$ cat src/rtl/icache_req_arbiter_mc.sv
// N-channel request arbiter feeding the icache tag pipeline: starvation override, registered output.
// Define ICACHE_ARB_RR_EN to use round-robin as the base policy; by default the base policy is fixed priority.
module icache_req_arbiter_mc #(
  parameter  int NUM_CH        = 4,
  parameter  int ADDR_W        = 33,
  parameter  int OPC_W         = 4,
  parameter  int TXNID_W       = 8,
  parameter  int STARVE_THRESH = 7,
  localparam int SRC_W         = (NUM_CH > 1) ? $clog2(NUM_CH) : 1
) (
  input  logic                      clk_i,
  input  logic                      rst_i,
  input  logic [NUM_CH-1:0]         req_vld_i,
  output logic [NUM_CH-1:0]         req_rdy_o,
  input  logic [NUM_CH*OPC_W-1:0]   req_opcode_i,
  input  logic [NUM_CH*TXNID_W-1:0] req_txnid_i,
  input  logic [NUM_CH*ADDR_W-1:0]  req_addr_i,
  output logic                      tag_req_vld_o,
  input  logic                      tagram_req_rdy_i,
  input  logic                      mshr_tag_req_rdy_i,
  output logic [OPC_W-1:0]          tag_req_opcode_o,
  output logic [TXNID_W-1:0]        tag_req_txnid_o,
  output logic [ADDR_W-1:0]         tag_req_addr_o,
  output logic [SRC_W-1:0]          tag_req_src_o
);

  logic                out_rdy;
  logic                load;
  logic                any_vld;
  logic [NUM_CH-1:0]   starved;
  logic [NUM_CH-1:0]   gnt;
  logic                starve_any;
  logic [SRC_W-1:0]    starve_idx;
  logic [SRC_W-1:0]    base_idx;
  logic [SRC_W-1:0]    gnt_idx;

  logic                vld_q,  vld_d;
  logic [OPC_W-1:0]    opc_q,  opc_d;
  logic [TXNID_W-1:0]  txn_q,  txn_d;
  logic [ADDR_W-1:0]   addr_q, addr_d;
  logic [SRC_W-1:0]    src_q,  src_d;

  // The output register accepts a new beat whenever it is empty or draining this cycle.
  assign out_rdy = tagram_req_rdy_i & mshr_tag_req_rdy_i;
  assign load    = ~vld_q | out_rdy;
  assign any_vld = |req_vld_i;

  // NOTE: every variable written in always_comb gets a default first, so no latch is inferred.
  always_comb begin
    starve_any = 1'b0;
    starve_idx = '0;
    for (int i = NUM_CH - 1; i >= 0; i--) begin
      if (starved[i]) begin
        starve_any = 1'b1;
        starve_idx = SRC_W'(i);
      end
    end
  end

`ifdef ICACHE_ARB_RR_EN
  logic [SRC_W-1:0] ptr_q, ptr_d;
  logic [SRC_W:0]   rr_sum;

  // Walk the ring downwards in distance so the channel closest to ptr is left as the winner.
  always_comb begin
    base_idx = '0;
    rr_sum   = '0;
    for (int off = NUM_CH - 1; off >= 0; off--) begin
      rr_sum = {1'b0, ptr_q} + (SRC_W+1)'(off);
      if (rr_sum >= (SRC_W+1)'(NUM_CH)) rr_sum = rr_sum - (SRC_W+1)'(NUM_CH);
      if (req_vld_i[rr_sum[SRC_W-1:0]]) base_idx = rr_sum[SRC_W-1:0];
    end
  end

  always_comb begin
    ptr_d = ptr_q;
    if (|req_rdy_o) ptr_d = (gnt_idx == SRC_W'(NUM_CH - 1)) ? '0 : gnt_idx + 1'b1;
  end

  always_ff @(posedge clk_i) begin
    if (rst_i) ptr_q <= '0;
    else       ptr_q <= ptr_d;
  end
`else
  always_comb begin
    base_idx = '0;
    for (int i = NUM_CH - 1; i >= 0; i--) begin
      if (req_vld_i[i]) base_idx = SRC_W'(i);
    end
  end
`endif

  assign gnt_idx   = starve_any ? starve_idx : base_idx;
  assign gnt       = any_vld ? (NUM_CH'(1) << gnt_idx) : '0;
  // Reset gates the accept so requesters never see a handshake that the register then drops.
  assign req_rdy_o = gnt & {NUM_CH{load & ~rst_i}};

  if (NUM_CH > 1) begin : g_starve
    logic [7:0] cnt_q [NUM_CH];
    logic [7:0] cnt_d [NUM_CH];
    logic       accept_any;

    assign accept_any = |req_rdy_o;

    // A loss is counted only on a real accept of another channel; output stalls freeze the count.
    always_comb begin
      for (int i = 0; i < NUM_CH; i++) begin
        cnt_d[i] = cnt_q[i];
        if (!req_vld_i[i] || req_rdy_o[i]) begin
          cnt_d[i] = '0;
        end else if (accept_any && (cnt_q[i] < 8'(STARVE_THRESH))) begin
          cnt_d[i] = cnt_q[i] + 8'd1;
        end
      end
    end

    // NOTE: this small counter array is reset element by element; it steers grants, so it must
    // never start from an unknown value (unlike a data RAM, which would be left unreset).
    always_ff @(posedge clk_i) begin
      for (int i = 0; i < NUM_CH; i++) begin
        if (rst_i) cnt_q[i] <= '0;
        else       cnt_q[i] <= cnt_d[i];
      end
    end

    for (genvar g = 0; g < NUM_CH; g++) begin : g_flag
      assign starved[g] = req_vld_i[g] & (cnt_q[g] == 8'(STARVE_THRESH));
    end
  end else begin : g_no_starve
    assign starved = '0;
  end

  // Payload select is an AND-OR over the one-hot grant; the register holds when nothing is valid.
  always_comb begin
    vld_d  = vld_q;
    opc_d  = opc_q;
    txn_d  = txn_q;
    addr_d = addr_q;
    src_d  = src_q;
    if (load) begin
      vld_d = any_vld;
      if (any_vld) begin
        opc_d  = '0;
        txn_d  = '0;
        addr_d = '0;
        src_d  = gnt_idx;
        for (int i = 0; i < NUM_CH; i++) begin
          if (gnt[i]) begin
            opc_d  = opc_d  | req_opcode_i[i*OPC_W +: OPC_W];
            txn_d  = txn_d  | req_txnid_i[i*TXNID_W +: TXNID_W];
            addr_d = addr_d | req_addr_i[i*ADDR_W +: ADDR_W];
          end
        end
      end
    end
  end

  // NOTE: sequential state is assigned with non-blocking (<=) so every flop samples pre-edge values.
  always_ff @(posedge clk_i) begin
    if (rst_i) begin
      vld_q  <= 1'b0;
      opc_q  <= '0;
      txn_q  <= '0;
      addr_q <= '0;
      src_q  <= '0;
    end else begin
      vld_q  <= vld_d;
      opc_q  <= opc_d;
      txn_q  <= txn_d;
      addr_q <= addr_d;
      src_q  <= src_d;
    end
  end

  assign tag_req_vld_o    = vld_q;
  assign tag_req_opcode_o = opc_q;
  assign tag_req_txnid_o  = txn_q;
  assign tag_req_addr_o   = addr_q;
  assign tag_req_src_o    = src_q;

endmodule

$ cat config.mk
export PLATFORM = sky130hd
export DESIGN_NAME = icache_req_arbiter_mc
export DESIGN_NICKNAME = d
export VERILOG_FILES = /design/src/rtl/icache_req_arbiter_mc.sv
export SDC_FILE = /design/constraint.sdc
export NUM_CORES = 1
export LEC_CHECK = 0
export ABC_AREA = 1
export CAP_MARGIN = 20
export CORE_AREA = 3 3 113 115
export CTS_BUF_LIST = sky130_fd_sc_hd__clkbuf_4 sky130_fd_sc_hd__clkbuf_8
export DETAILED_ROUTE_END_ITERATION = 6
export DIE_AREA = 0 0 116 118
export PLACE_DENSITY = 0.79
export SLEW_MARGIN = 20
export SYNTH_ARGS = -nofsm -noshare
export SYNTH_HDL_FRONTEND = slang
export SYNTH_SLANG_ARGS = --single-unit
$ cat constraint.sdc
create_clock -name clk_i -period 5.19 [get_ports clk_i]
set_input_delay 0.7785 -clock clk_i [delete_from_list [all_inputs] [get_ports clk_i]]
set_output_delay 0.7785 -clock clk_i [all_outputs]
set_load 0.03 [all_outputs]
==> flow_metrics.env <==
export IMPL_status="complete, no violations"
export IMPL_p_int_w=0.00120
export IMPL_pre_cts_slack_ns=1.17
export IMPL_synth_area_per_cell_um2=6.51
export IMPL_swShare_pct=31.4
export IMPL_yosys_area_top_type="dfxtp_1"
export IMPL_clockRootBuffer="clkbuf_8"
export IMPL_power_per_cell_area_mw_per_mm2=242
export IMPL_wl_um=17300
export IMPL_wl_met2_um=8230
export IMPL_syn_area_mm2=0.00471
export IMPL_cts_inserted_buffers=9
export IMPL_finalInstanceArea_mm2=0.00726
export IMPL_max_slew_margin_pct=33.7
export IMPL_ys_flop_type="dfxtp_1"
export IMPL_n_antenna_cell=0
export IMPL_boundaryPins=240
export IMPL_hold_viol=0
export IMPL_pwr_share_comb_pct=30.7
export IMPL_grt_pass1_wl_um=26300
export IMPL_worst_slew_pin_slew_ns=0.994
export IMPL_synth_edff_count=0
export IMPL_synth_most_common_cell="nand3_1"
export IMPL_fp_coreArea_mm2=0.0119
export IMPL_grt_overflow=0
export IMPL_top_layer_used="met4"
export IMPL_multi_input_area_mm2=0.00263
export IMPL_critPathLaunchType="input port"
export IMPL_layout_drive_gt1_share_pct=5.47
export IMPL_yosys_warnings=0
export IMPL_end_kind="output pin"
export IMPL_wl_met1_um=7310
export IMPL_ys_ff_latch=80
export IMPL_cp_max_fo=50
export IMPL_postRouteAntennaNets=0
export IMPL_area_delta_synth_final_pct=54.3
export IMPL_wl_per_cell_um=16.0
export IMPL_synth_nets=915
export IMPL_fmax_mhz=248
export IMPL_timing_rr_start="g_starve.cnt_q[1][0]"
export IMPL_drc=0
export IMPL_start_util_pct=39.5
export IMPL_leakage_nw=3.01
export IMPL_p_switching_w=0.000551
export IMPL_grt_max_degree=87
export IMPL_seqPwrFrac_pct=38.4
export IMPL_peakVddDrop_mv=0.152
export IMPL_synthCells=723
export IMPL_crit_required_ns=4.41
export IMPL_crit_start="req_vld_i[3]"
export IMPL_cts_resized=0
export IMPL_rsz0062_at_grt="false"
export IMPL_final_nets=1120
export IMPL_drt_pass1_iter_count=5
export IMPL_nFillCells=1155
export IMPL_slew_viol_final=0
export IMPL_final_util_pct=60.9
export IMPL_hp_start="g_starve.cnt_q[3][6]"
export IMPL_finalSetupViolations=0
export IMPL_antenna_found_initial=0
export IMPL_clockBufferDepth=2
export IMPL_place_congestion=0.866
export IMPL_fin_cells=1080
export IMPL_grt_usage_pct=23.9
export IMPL_setup_ws_ns=1.15
export IMPL_worstSkewPairLatency_ns=0.34
export IMPL_synthTopCellsByCount="nand3_1, nor2_1, nand2_1, dfxtp_1, inv_1"
export IMPL_yosys_area_top_type_share_pct=34.0
export IMPL_finalSetupTns_ns=0
export IMPL_power_share_clock_pct=30.9
export IMPL_critPathCapture="req_rdy_o[3]"
export IMPL_synthTopCellsByArea="dfxtp_1, nand3_1, nor2_1, nand2_1, nand4_1"
export IMPL_ys_seq_area_share_pct=34.0
export IMPL_finalClockSkew_ns=0.0167
export IMPL_yosysUniqueCellTypes=25
export IMPL_critPathKind="in2out"
export IMPL_viasPerCell=5.25
export IMPL_port_buffers=239
export IMPL_dp_hpwl_um=12100
export IMPL_dr_wl_met3_um=1320
export IMPL_rows=40
export IMPL_clkTransAtPathRegs_ns=0.08
export IMPL_hold_buffers=0
export IMPL_cts_tree="done"
export IMPL_ctsHtreeMaxLevel=3
export IMPL_ff_latch_area_mm2=0.00160
export IMPL_r2r_end="tag_req_addr_o[19]"
export IMPL_r2r_slack_ns=2.04
export IMPL_arrival_ns=3.26
export IMPL_die_h_um=118
export IMPL_dp_cells=1064
export IMPL_vias=5670
export IMPL_detail_route_iter0_violations=383
export IMPL_grt_pass1_vias=5171
export IMPL_hp_class="reg2reg"
export IMPL_postCtsSetupRepairBufs=0
export IMPL_async_reset_ff_share_pct=0
export IMPL_placed_area_mm2=0.00702
export IMPL_fin_crit_ns=4.04
export IMPL_numClockSinks=80
export IMPL_fin_crit_sh_pct=77.8
export IMPL_ff2ff_path_depth=12
export IMPL_die_area_mm2=0.0137
export IMPL_die_x_um=116
export IMPL_drv_cap=0
-- cell type report --
cell class / count / area share (%)
multi-input combinational: 545 / 36.2
timing repair buffer: 247 / 33.7
tap: 147 / 2.53
clock inverter: 6 / 1.34
clock buffer: 10 / 1.90
sequential: 80 / 22.1
inverter: 45 / 2.33
-- flip-flops by register name, indices dropped and copies added (netlist names) --
register and flops:
tag_req_addr_o 33, g_starve.cnt_q 32, tag_req_txnid_o 8, tag_req_opcode_o 4, tag_req_src_o 2, tag_req_vld_o 1
-- logic make-up (layout without fill, tap and decap cells) --
kind of cell | after synthesis | after routing | synth area share [%]
buf+inv | 98 | 308 | 10.3
simple gates | 471 | 471 | 46.7
compound gates | 67 | 67 | 7.31
flops | 80 | 80 | 34.0
xor+xnor | 3 | 3 | 0.558
fa+ha+maj | 4 | 4 | 1.06
-- placed cells by master, fill, tap and decap left out --
master           instances
clkdlybuf4s50_1        236
nand3_1                192
nor2_1                 128
nand2_1                 93
dfxtp_1                 80
inv_1                   40
nand4_1                 39
o21ai_0                 39
a21oi_1                 25
buf_4                   11
clkbuf_8                10
nand3_2                  8
inv_2                    5
ha_1                     4
nor2_2                   3
xor2_1                   3
inv_6                    3
o211ai_1                 2
nand2_2                  2
nor2_4                   2
or2_2                    2
bufinv_16                2
nand2_4                  1
a21oi_4                  1
nor3_1                   1
inv_8                    1
-- critical path, stage by stage --
cell	delay, ns
clkdlybuf4s50_1	0.56
nand4_1	0.14
nor2_1	0.15
nand2_1	0.09
nand2_1	0.08
nand2_2	0.07
nand2_4	0.38
buf_4	0.53
nand3_1	0.21
inv_1	0.09
buf_4	0.16
-- stage by stage --
step / hold WS [ns] / total power [W]
2_1_floorplan: 0.408 / 0.000961
6_report: 0.428 / 0.00175
3_5_place_dp: 0.418 / 0.00123
4_1_cts: 0.432 / 0.00177
5_1_grt: 0.443 / 0.00184
3_3_place_gp: 0.414 / 0.00122
-- power groups by stage --
stage          combinational, W  sequential, W  clock, W
3_5_place_dp           0.000538       0.000688         0
6_report               0.000538       0.000674  0.000542
3_3_place_gp           0.000536       0.000687         0
2_1_floorplan          0.000199       0.000762         0
5_1_grt                0.000581       0.000680  0.000581
4_1_cts                0.000540       0.000674  0.000557
-- how the worst min path moves through the flow --
stage                                 endpoint  slack [ns]  depth (start not counted)
after global routing      g_starve.cnt_q[2][7]        0.44                          2
after detailed placement  g_starve.cnt_q[2][5]        0.42                          2
final                     g_starve.cnt_q[3][6]        0.43                          2
after CTS                 g_starve.cnt_q[2][5]        0.43                          2
after floorplan           g_starve.cnt_q[2][5]        0.41                          2
after global placement    g_starve.cnt_q[2][6]        0.41                          2
-- layer usage --
metal	GRT usage [%]	up-vias
met3	5.09	28
met2	40.6	226
met4	7.98	0
li1	-	2848
met1	29.8	2568
met5	0	-
(Power assumes the default switching activity.)
